## config.mk

```make
export PLATFORM = sky130hd
export DESIGN_NAME = spi_input_conditioner_flat
export DESIGN_NICKNAME = d
export VERILOG_FILES = /design/src/rtl/spi_input_conditioner_if.sv /design/src/rtl/spi_input_conditioner.sv /design/src/flat_wrapper.sv
export SDC_FILE = /design/constraint.sdc
export NUM_CORES = 1
export LEC_CHECK = 0
export ABC_AREA = 0
export ABC_CLOCK_PERIOD_IN_PS = 4200
export CORE_MARGIN = 2
export CORE_UTILIZATION = 59
export CTS_BUF_LIST = sky130_fd_sc_hd__clkbuf_2 sky130_fd_sc_hd__clkbuf_4 sky130_fd_sc_hd__clkbuf_8
export CTS_CLUSTER_SIZE = 40
export DETAILED_ROUTE_END_ITERATION = 8
export GPL_TIMING_DRIVEN = 0
export MAX_ROUTING_LAYER = met4
export PLACE_DENSITY = 0.86
export SLEW_MARGIN = 20
export SYNTH_ARGS = -nofsm -noshare
export SYNTH_HDL_FRONTEND = slang
export SYNTH_SLANG_ARGS = --single-unit
```

## constraint.sdc

```tcl
create_clock -name clk -period 4.2 [get_ports clk]
set_clock_uncertainty 0.15 [all_clocks]
set_input_delay 0.63 -clock clk [delete_from_list [all_inputs] [get_ports clk]]
set_output_delay 0.63 -clock clk [all_outputs]
set_load 0.01 [all_outputs]
```

## src/rtl/spi_input_conditioner_if.sv

```systemverilog
// SPI pin/conditioned-signal bundle between the raw pads and the slave path.
// Ports: raw pins in; conditioned levels, edge strobes and bit counter out.
interface spi_input_conditioner_if;
  logic       sclk_pin;
  logic       cs_pin;
  logic       mosi_pin;
  logic       sclk;
  logic       cs;
  logic       mosi;
  logic       sclk_posedge;
  logic       sclk_negedge;
  logic       cs_fall;
  logic       cs_rise;
  logic [2:0] bit_count;
  logic       byte_done;

  modport master (
    output sclk_pin, cs_pin, mosi_pin,
    input  sclk, cs, mosi,
    input  sclk_posedge, sclk_negedge,
    input  cs_fall, cs_rise,
    input  bit_count, byte_done
  );

  modport slave (
    input  sclk_pin, cs_pin, mosi_pin,
    output sclk, cs, mosi,
    output sclk_posedge, sclk_negedge,
    output cs_fall, cs_rise,
    output bit_count, byte_done
  );
endinterface

```

## src/rtl/spi_input_conditioner.sv

```systemverilog
// SPI input front-end: synchronize + debounce sclk/cs/mosi, edge strobes,
// per-frame bit counter. Ports: clk, reset (async high), io (slave modport).
module spi_input_conditioner #(
  parameter int SYNC_STAGES   = 2,
  parameter int DEBOUNCE_WAIT = 3,
  parameter int COUNTER_WIDTH = 3
) (
  input logic               clk,
  input logic               reset,
  spi_input_conditioner_if.slave io
);

  // channel order: 0 = sclk, 1 = cs, 2 = mosi
  localparam int NCH = 3;
  localparam logic [NCH-1:0] IDLE = 3'b010;
  localparam logic [COUNTER_WIDTH-1:0] LAST =
    COUNTER_WIDTH'(DEBOUNCE_WAIT - 1);
  localparam logic [COUNTER_WIDTH-1:0] ONE =
    COUNTER_WIDTH'(1);

  logic [NCH-1:0] pin;
  logic [NCH-1:0] s;
  logic [NCH-1:0] cond;
  logic [NCH-1:0] accept;
  logic [NCH-1:0] sync [SYNC_STAGES];
  logic [COUNTER_WIDTH-1:0] cnt [NCH];

  logic       sclk_posedge;
  logic       sclk_negedge;
  logic       cs_fall;
  logic       cs_rise;
  logic       byte_done;
  logic [2:0] bit_count;

  logic gated_rise;
  logic gated_fall;
  logic frame_start;
  logic frame_end;

  assign pin = {io.mosi_pin, io.cs_pin, io.sclk_pin};
  assign s   = sync[SYNC_STAGES-1];

  always_comb begin
    accept = '0;
    for (int i = 0; i < NCH; i++) begin
      accept[i] = (s[i] != cond[i]) && (cnt[i] == LAST);
    end
  end

  // gating uses the cs level held before this edge, so an sclk
  // change landing with the cs fall is dropped, with the cs rise kept
  assign gated_rise  = accept[0] &  s[0] & ~cond[1];
  assign gated_fall  = accept[0] & ~s[0] & ~cond[1];
  assign frame_start = accept[1] & ~s[1];
  assign frame_end   = accept[1] &  s[1];

  always_ff @(posedge clk or posedge reset) begin
    if (reset) begin
      for (int i = 0; i < SYNC_STAGES; i++) begin
        sync[i] <= IDLE;
      end
      for (int i = 0; i < NCH; i++) begin
        cnt[i] <= '0;
      end
      cond <= IDLE;
    end else begin
      sync[0] <= pin;
      for (int i = 1; i < SYNC_STAGES; i++) begin
        sync[i] <= sync[i-1];
      end
      for (int i = 0; i < NCH; i++) begin
        if (s[i] == cond[i]) begin
          cnt[i] <= '0;
        end else if (accept[i]) begin
          cond[i] <= s[i];
          cnt[i]  <= '0;
        end else begin
          cnt[i] <= cnt[i] + ONE;
        end
      end
    end
  end

  always_ff @(posedge clk or posedge reset) begin
    if (reset) begin
      sclk_posedge <= 1'b0;
      sclk_negedge <= 1'b0;
      cs_fall      <= 1'b0;
      cs_rise      <= 1'b0;
      byte_done    <= 1'b0;
      bit_count    <= '0;
    end else begin
      sclk_posedge <= gated_rise;
      sclk_negedge <= gated_fall;
      cs_fall      <= frame_start;
      cs_rise      <= frame_end;
      byte_done    <= gated_rise && !frame_start &&
                      (bit_count == 3'd7);
      if (frame_start) begin
        bit_count <= '0;
      end else if (gated_rise) begin
        bit_count <= bit_count + 3'd1;
      end
    end
  end

  assign io.sclk         = cond[0];
  assign io.cs           = cond[1];
  assign io.mosi         = cond[2];
  assign io.sclk_posedge = sclk_posedge;
  assign io.sclk_negedge = sclk_negedge;
  assign io.cs_fall      = cs_fall;
  assign io.cs_rise      = cs_rise;
  assign io.bit_count    = bit_count;
  assign io.byte_done    = byte_done;

endmodule

```

## src/flat_wrapper.sv

```systemverilog
// flat-port wrapper written by rule: the top's interface ports become plain ports
module spi_input_conditioner_flat 
#(
  parameter int SYNC_STAGES   = 2,
  parameter int DEBOUNCE_WAIT = 3,
  parameter int COUNTER_WIDTH = 3
)
  (clk, reset, io_sclk_pin, io_cs_pin, io_mosi_pin, io_sclk, io_cs, io_mosi, io_sclk_posedge, io_sclk_negedge, io_cs_fall, io_cs_rise, io_bit_count, io_byte_done);
  spi_input_conditioner_if io_i ();
  input logic clk;
  input logic reset;
  input wire logic [$bits(io_i.sclk_pin)-1:0] io_sclk_pin;
  input wire logic [$bits(io_i.cs_pin)-1:0] io_cs_pin;
  input wire logic [$bits(io_i.mosi_pin)-1:0] io_mosi_pin;
  output wire logic [$bits(io_i.sclk)-1:0] io_sclk;
  output wire logic [$bits(io_i.cs)-1:0] io_cs;
  output wire logic [$bits(io_i.mosi)-1:0] io_mosi;
  output wire logic [$bits(io_i.sclk_posedge)-1:0] io_sclk_posedge;
  output wire logic [$bits(io_i.sclk_negedge)-1:0] io_sclk_negedge;
  output wire logic [$bits(io_i.cs_fall)-1:0] io_cs_fall;
  output wire logic [$bits(io_i.cs_rise)-1:0] io_cs_rise;
  output wire logic [$bits(io_i.bit_count)-1:0] io_bit_count;
  output wire logic [$bits(io_i.byte_done)-1:0] io_byte_done;
  assign io_i.sclk_pin = io_sclk_pin;
  assign io_i.cs_pin = io_cs_pin;
  assign io_i.mosi_pin = io_mosi_pin;
  assign io_sclk = io_i.sclk;
  assign io_cs = io_i.cs;
  assign io_mosi = io_i.mosi;
  assign io_sclk_posedge = io_i.sclk_posedge;
  assign io_sclk_negedge = io_i.sclk_negedge;
  assign io_cs_fall = io_i.cs_fall;
  assign io_cs_rise = io_i.cs_rise;
  assign io_bit_count = io_i.bit_count;
  assign io_byte_done = io_i.byte_done;
  spi_input_conditioner #(.SYNC_STAGES(SYNC_STAGES), .DEBOUNCE_WAIT(DEBOUNCE_WAIT), .COUNTER_WIDTH(COUNTER_WIDTH)) u_core (.clk(clk), .reset(reset), .io(io_i));
endmodule
```

==> qor_table.md, run 1 <==
| Item | Value |
|:---|:---|
| Status | completed |
| Utilization of the core after routing | 75.46% |
| Worst hold margin | 221.4 ps |
| I/O pin total | 16 |
| Worst Path Arrival | 1490 ps |
| Cell area after synthesis | 1071 um^2 |
| Endpoint type of the worst setup path | primary output |
| Peak VDD IR | 0.0003079 V |
| # port buffers | 15 |
| Critical path launch point | u_core.cond[1] |
| Total Nets Final | 114 |
| Sum of overflow across all layers after global routing | 0 |
| Detail Placement HPWL | 979.4 um |
| Seq/Total Area, Yosys | 61.10% |
| Max-slew violation count | 0 |
| Global-route wire length before repair | 2256 um |
| Remaining routing DRC violations | 0 |
| Number of max-cap violations | 0 |
| Fraction of the mapped netlist area in adder cells | 9.346% |
| First-iteration detailed-routing DRC count | 13 |
| Worst path bufs/invs | 1 |
| Slowest stage cell, crit path | sky130_fd_sc_hd__dfstp_2 |
| PostCTS Resize Cnt | 0 |
| Worst slew pin tran | 920.3 ps |
| Cell breakdown of the critical path | clkdlybuf4s50_1 |
| Reg-to-reg critical path endpoint | u_core.io.bit_count[1] |
| Placed Area | 1252 um^2 |
| Number of clock sinks | 26 |
| Maximum number of pins on one net before global-route repair | 27 |
| Maximum clock path buffer count | 2 |
| Number of buffers created by CTS | 3 |
| Post-detailed-route wirelength per cell | 10.91 um |
| Starting utilization of the core area | 62.71% |
| Placed Instances | 121 |
| Post-Synthesis Net Count | 94 |
| Die Area | 2172 um^2 |
| Count of distinct cell types in the synthesized netlist | 19 |
| Fraction of the cycle the final worst path needs | 54.04% |
| Flip-flop and latch count after synthesis | 26 |
| Final weighted congestion of routability-driven global placement | 0.7862 |
| Clock-pin slew of the registers on the worst-case setup and hold paths | 130 ps |
| Share of synthesized area spent on multiplexers | 9.112% |
| Post-layout instance count excluding filler cells | 125 |
| Worst min-delay path startpoint | u_core.sync[4] |
| Total via count in the routed design | 584 |
| Commonest cells after routing, fill and taps aside | 23 x sky130_fd_sc_hd__dfrtp_1, 15 x sky130_fd_sc_hd__clkdlybuf4s50_1, 9 x sky130_fd_sc_hd__nor2_1 |
| Height of the chip | 46.61 um |
| Fin Setup TNS | 0 ps |
| TritonCTS clock tree | yes |
| Hold violation count in the final report | 0 |
| Antenna violations before repair | 0 |
| Cts hold-fix bufs | 0 |
| Post-route setup slack | 1930 ps |
| Yosys warning count | 0 |
| Shortest period the worst path allows | 2270 ps |
| Number of cell rows | 15 |
| Xor/xnor cell area share of the yosys netlist | 2.453% |
| Cell at the root of the clock tree | sky130_fd_sc_hd__clkbuf_4 |
| CTS H-tree lvls | 1 |
| Endpoint required time on the critical path | 3420 ps |
| Top Family by Delay on Critical Path | flip-flops |
| Simple-gate share of the synthesized area | 14.14% |
| Destination of the critical timing path | io_cs |
| Total Routed Length | 1364 um |
| Post-Syn Instances | 81 |
| Max FO, Critical Path | 7 |
| Routed vias/inst | 4.672 |
| Tightest Hold Check Type | reg2reg |
| Design Area, Final | 1289 um^2 |
| Length of the first detailed-routing pass in iterations | 4 |
| Worst-case register-to-register setup slack | 2450 ps |
| Post-Place Worst Slack | 2238 ps |
| Setup repair after global routing missed its margin | false |
| Die Wd | 46.61 um |
| Highest attainable clock frequency | 440.6 MHz |
| Core ar. | 1708 um^2 |
| Clock Latency Late Sink | 310 ps |
| Total power after layout | 0.7145 mW |
| Antenna diode count | 0 |
| Layout cells sized above 1 | 17.00% |
| Power per Cell Area | 554.4 nW/um^2 |
| Setup Viol. Count Final | 0 |
| Area growth from synthesis to layout | 20.33% |
| Crit start category | register |
| Aggregate global-route resource usage | 16.40% |
| Number of buffers added for setup after CTS | 0 |
| Depth of the worst register-to-register path | 6 |
| Combinational family with the most area after synthesis | simple AND/OR/NAND/NOR gates |
| Most common cell after layout, fill and taps aside | sky130_fd_sc_hd__dfrtp_1 |
| Beginning of the worst register-to-register path | u_core.cnt[6] |
| Path length in cells of the critical path | 1 |
| Average cell area after synthesis | 13.22 um^2 |
| Leakage dissipation | 0.6511 nW |
| Synthesized-area fraction occupied by ao, oa, aoi and oai cells | 0% |
| Relative max-transition margin | 38.58% |
| Remaining antenna violation count after routing | 0 |
| Type of the worst setup path | reg2out |
| Max stage delay on crit path | 620 ps |
| Via count of the first global-routing pass | 533 |
[final cells by class]
type,count,area (um^2)
Inverter,8,30.03
Buffer,1,11.26
Timing Repair Buffer,15,150.1
Fill cell,117,419.2
Multi-Input combinational cell,46,375.4
Sequential cell,26,654.4
Clock buffer,4,36.28
Tap cell,25,31.28
[cell families after synthesis]
family                     after synthesis
buffers and inverters                    9
DFF                                     26
xor gates and xnor gates                 3
adders and majority gates                8
and+or+nand+nor                         26
muxes                                    9
[how the worst min path moves through the flow]
stage,to,slack (ps),depth (start not counted)
floorplan,u_core.s[0],180,0
global placement,u_core.s[2],180,0
detailed placement,u_core.s[2],190,0
CTS,u_core.s[1],220,0
global route,u_core.s[1],220,0
finish,u_core.s[1],220,0
[sequential cells by signal, indices dropped and copies added (netlist names)]
name / count
u_core.s: 3
u_core.io.sclk_posedge: 1
u_core.cnt: 9
u_core.io.sclk_negedge: 1
u_core.io.cs_rise: 1
u_core.io.bit_count: 3
u_core.io.cs_fall: 1
u_core.sync: 3
u_core.io.byte_done: 1
u_core.cond: 3
[layer usage]
metal / routed length (um) / share of wire, % / track usage (%) / vias up
li1: - / - / - / 292
met4: 22 / 1.6 / 12.00 / 0
met5: 0 / 0 / - / -
met3: 56 / 4.1 / 4.706 / 2
met2: 623 / 46 / 22.50 / 13
met1: 662 / 49 / 20.41 / 277
[report_power, final]
part	leakage [nW]	switching, mW	internal, mW	total (mW)
clock network	0.0210	0.0698	0.0530	0.123
logic	0.299	0.0962	0.130	0.226
registers	0.331	0.0517	0.314	0.365
[cells in the mapped netlist]
cell type                    n  share of area (%)
sky130_fd_sc_hd__nand2b_1    2                1.2
sky130_fd_sc_hd__xor2_1      3                2.5
sky130_fd_sc_hd__ha_1        8                9.3
sky130_fd_sc_hd__dfstp_2     3                7.4
sky130_fd_sc_hd__inv_2       1               0.35
sky130_fd_sc_hd__inv_1       7                2.5
sky130_fd_sc_hd__nor2b_1     1               0.58
sky130_fd_sc_hd__nor2_1      9                3.2
sky130_fd_sc_hd__buf_6       1                1.1
sky130_fd_sc_hd__or4b_4      1                1.3
sky130_fd_sc_hd__nand2b_4    1                1.3
sky130_fd_sc_hd__nand4bb_1   1                1.1
sky130_fd_sc_hd__and2_1      4                2.3
sky130_fd_sc_hd__mux2i_1     3                2.8
sky130_fd_sc_hd__mux2_2      6                6.3
sky130_fd_sc_hd__dfrtp_1    23                 54
sky130_fd_sc_hd__nor4b_1     1               0.82
sky130_fd_sc_hd__nand2_1     5                1.8
sky130_fd_sc_hd__nor3b_1     1               0.70
No activity file was read; power rests on OpenSTA's default activity.
==> run 2: changes to the inputs <==
--- a/config.mk
+++ b/config.mk
@@ -6,15 +6,15 @@
 export NUM_CORES = 1
 export LEC_CHECK = 0
 export ABC_AREA = 0
-export ABC_CLOCK_PERIOD_IN_PS = 4200
+export ABC_CLOCK_PERIOD_IN_PS = 2100
 export CORE_MARGIN = 2
-export CORE_UTILIZATION = 59
+export CORE_UTILIZATION = 54
 export CTS_BUF_LIST = sky130_fd_sc_hd__clkbuf_2 sky130_fd_sc_hd__clkbuf_4 sky130_fd_sc_hd__clkbuf_8
 export CTS_CLUSTER_SIZE = 40
 export DETAILED_ROUTE_END_ITERATION = 8
 export GPL_TIMING_DRIVEN = 0
 export MAX_ROUTING_LAYER = met4
-export PLACE_DENSITY = 0.86
+export PLACE_DENSITY = 0.8
 export SLEW_MARGIN = 20
 export SYNTH_ARGS = -nofsm -noshare
 export SYNTH_HDL_FRONTEND = slang
==> constraint.sdc (replaced) <==
create_clock -name clk -period 2.1 [get_ports clk]
set_clock_uncertainty 0.15 [all_clocks]
set_input_delay 0.315 -clock clk [delete_from_list [all_inputs] [get_ports clk]]
set_output_delay 0.315 -clock clk [all_outputs]
set_load 0.01 [all_outputs]
==> qor_table.md, run 2 (same netlist as run 1, synthesis figures left out) <==
| Item | Value | vs previous |
|:---|:---|:---|
| Met3 usage in global routing | 3.704% | -1.0 points |
| Worst Hold Path Cells | 0 | unchanged |
| Capture endpoint of the worst hold path | u_core.s[1] |  |
| Max-slew violation count | 0 | unchanged |
| Leakage dissipation | 0.6485 nW | -0.40% |
| Max FO, Critical Path | 7 | unchanged |
| Maximum clock path buffer count | 2 | unchanged |
| Switching part of the total power | 31.50% | +1.0 points |
| Power per Cell Area | 1110 nW/um^2 | +100% |
| Number of buffers created by CTS | 3 | unchanged |
| Depth of the worst register-to-register path | 6 | unchanged |
| Die Area | 2356 um^2 | +8.5% |
| Peak VDD IR | 0.0006394 V | +110% |
| Antenna violations before repair | 0 | unchanged |
| Share of total power in combinational logic | 32.6% | +0.9 points |
| Top Family by Delay on Critical Path | flip-flops |  |
| Met1 track demand over resource in global routing | 17.23% | -3.2 points |
| Global-route wire length before repair | 2739 um | +21% |
| Sw power | 0.4494 mW | +110% |
| Tightest Hold Check Type | reg2reg |  |
| Total Nets Final | 114 | unchanged |
| Remaining routing DRC violations | 0 | unchanged |
| I/O pin total | 16 | unchanged |
| Post-detailed-route wirelength per cell | 11.55 um | +5.9% |
| Fill count | 142 | +21% |
| Number of clock sinks | 26 | unchanged |
| Clock Power Share | 16.0% | -1.2 points |
| Clock-pin slew of the registers on the worst-case setup and hold paths | 130 ps | about the same |
| Highest attainable clock frequency | 510.0 MHz |  |
| Worst path bufs/invs | 1 | unchanged |
| Met2 demand-to-capacity share in global routing | 27.08% | +4.6 points |
| Number of cell rows | 16 | +1 |
| Fraction of the cycle the final worst path needs | 93.37% |  |
| Remaining antenna violation count after routing | 0 | unchanged |
| Worst hold margin | 214.7 ps | -6.725 ps |
| Detail Placement HPWL | 1095 um | +12% |
| Register area | 654.4 um^2 | unchanged |
| Reg-to-reg critical path endpoint | u_core.io.bit_count[1] |  |
| Most common cell after layout, fill and taps aside | sky130_fd_sc_hd__dfrtp_1 |  |
| Part of the total power dissipated in sequential elements | 51.4% | +0.3 points |
| Cell at the root of the clock tree | sky130_fd_sc_hd__clkbuf_4 |  |
| PostCTS Resize Cnt | 0 | unchanged |
| Worst min-delay path startpoint | u_core.sync[4] |  |
| Sum of overflow across all layers after global routing | 0 | unchanged |
| Core ar. | 1922 um^2 | +13% |
| Maximum number of pins on one net before global-route repair | 27 | unchanged |
| Number of max-cap violations | 0 | unchanged |
| Slowest stage cell, crit path | sky130_fd_sc_hd__dfstp_2 |  |
| Internal power of the cells | 0.9773 mW | +97% |
| Area taken by multi-input logic gates | 375.4 um^2 | unchanged |
| Type of the worst setup path | reg2out |  |
| Cts hold-fix bufs | 0 | unchanged |
| Total Routed Length | 1467 um | +7.6% |
| Length of the first detailed-routing pass in iterations | 4 | unchanged |
| Worst-case register-to-register setup slack | 310 ps | -2140 ps |
| Fin Setup TNS | 0 ps | unchanged |
| Endpoint type of the worst setup path | primary output |  |
| Aggregate global-route resource usage | 15.88% | -0.52 points |
| Crit start category | register |  |
| Starting utilization of the core area | 55.73% | -7.0 points |
| TritonCTS clock tree | yes |  |
| Die Wd | 48.54 um | +4.1% |
| Utilization of the core after routing | 66.86% | -8.6 points |
| First-iteration detailed-routing DRC count | 6 | -7 |
| Shortest period the worst path allows | 1961 ps |  |
| Endpoint required time on the critical path | 1630 ps | -1790 ps |
| Worst slew pin tran | 935.2 ps | +14.93 ps |
| Antenna diode count | 0 | unchanged |
| Area growth from synthesis to layout | 19.98% |  |
| Via count of the first global-routing pass | 664 | +25% |
| Worst Path Arrival | 1500 ps | about the same |
| Register with the most flip-flops | u_core.cnt |  |
| Height of the chip | 48.54 um | +4.1% |
| Routed vias/inst | 4.874 | +4.3% |
| Hold violation count in the final report | 0 | unchanged |
| Number of buffers added for setup after CTS | 0 | unchanged |
| # port buffers | 15 | unchanged |
| Flip-flop count of the largest register after layout | 9 | unchanged |
| Status | completed |  |
| Commonest cells after routing, fill and taps aside | 23 x sky130_fd_sc_hd__dfrtp_1, 15 x sky130_fd_sc_hd__clkdlybuf4s50_1, 9 x sky130_fd_sc_hd__nor2_1 |  |
| CTS H-tree lvls | 1 | unchanged |
| Setup Viol. Count Final | 0 | unchanged |
| Relative max-transition margin | 37.58% | -1.0 points |
| Beginning of the worst register-to-register path | u_core.cnt[6] |  |
| Final weighted congestion of routability-driven global placement | 0.6978 | -11% |
| Layer with the highest usage | met2 |  |
| Layout cells sized above 1 | 17.00% | unchanged |
| Max stage delay on crit path | 620 ps | about the same |
| Total via count in the routed design | 619 | +6.0% |
| Setup repair after global routing missed its margin | false |  |
| Clock Latency Late Sink | 320 ps | about the same |
| Cell breakdown of the critical path | clkdlybuf4s50_1 |  |
-- run 2: cell count changes in the layout (fill, tap and decap cells not counted) --
cell	previous run	this run
sky130_fd_sc_hd__clkbuf_4	3	4
sky130_fd_sc_hd__clkbuf_8	1	0
-- run 2: through the flow --
step                      setup slack [ps]  instances  cell area [um^2]  power (mW)
after floorplan                      417.9         81              1071       1.022
after global placement               379.6        123              1255       1.178
after detailed placement             333.9        123              1255       1.217
after CTS                            128.5        127              1285       1.445
after global routing                 82.63        127              1285       1.537
final                                139.3        127              1285       1.427
-- run 2: worst max-delay path by stage --
stage / cells past startpoint / to / startpoint
final: 1 / io_cs / u_core.cond[1]
after global routing: 1 / io_cs / u_core.cond[1]
after CTS: 1 / io_cs / u_core.cond[1]
after detailed placement: 6 / u_core.io.bit_count[1] / u_core.cnt[6]
after global placement: 6 / u_core.io.bit_count[0] / u_core.cnt[6]
after floorplan: 6 / u_core.io.bit_count[0] / u_core.cnt[6]
-- run 2: power by group through the flow --
stage | logic (mW) | registers, mW | clock network [mW]
global placement | 0.446 | 0.732 | 0
floorplan | 0.274 | 0.748 | 0
CTS | 0.474 | 0.734 | 0.236
finish | 0.465 | 0.733 | 0.228
global route | 0.530 | 0.752 | 0.254
detailed placement | 0.473 | 0.744 | 0
-- run 2: area by class of cell --
type / instances / share of cell area, %
Buffer: 1 / 0.8763
Clock buffer: 4 / 2.337
Inverter: 8 / 2.337
Multi-Input combinational cell: 46 / 29.21
Sequential cell: 26 / 50.93
Tap cell: 27 / 2.629
Timing Repair Buffer: 15 / 11.68
-- run 2: per-layer routing --
layer / wire, um / vias to the layer above
li1: - / 294
met4: 40 / 0
met3: 53 / 5
met1: 615 / 307
met2: 758 / 13
met5: 0 / -
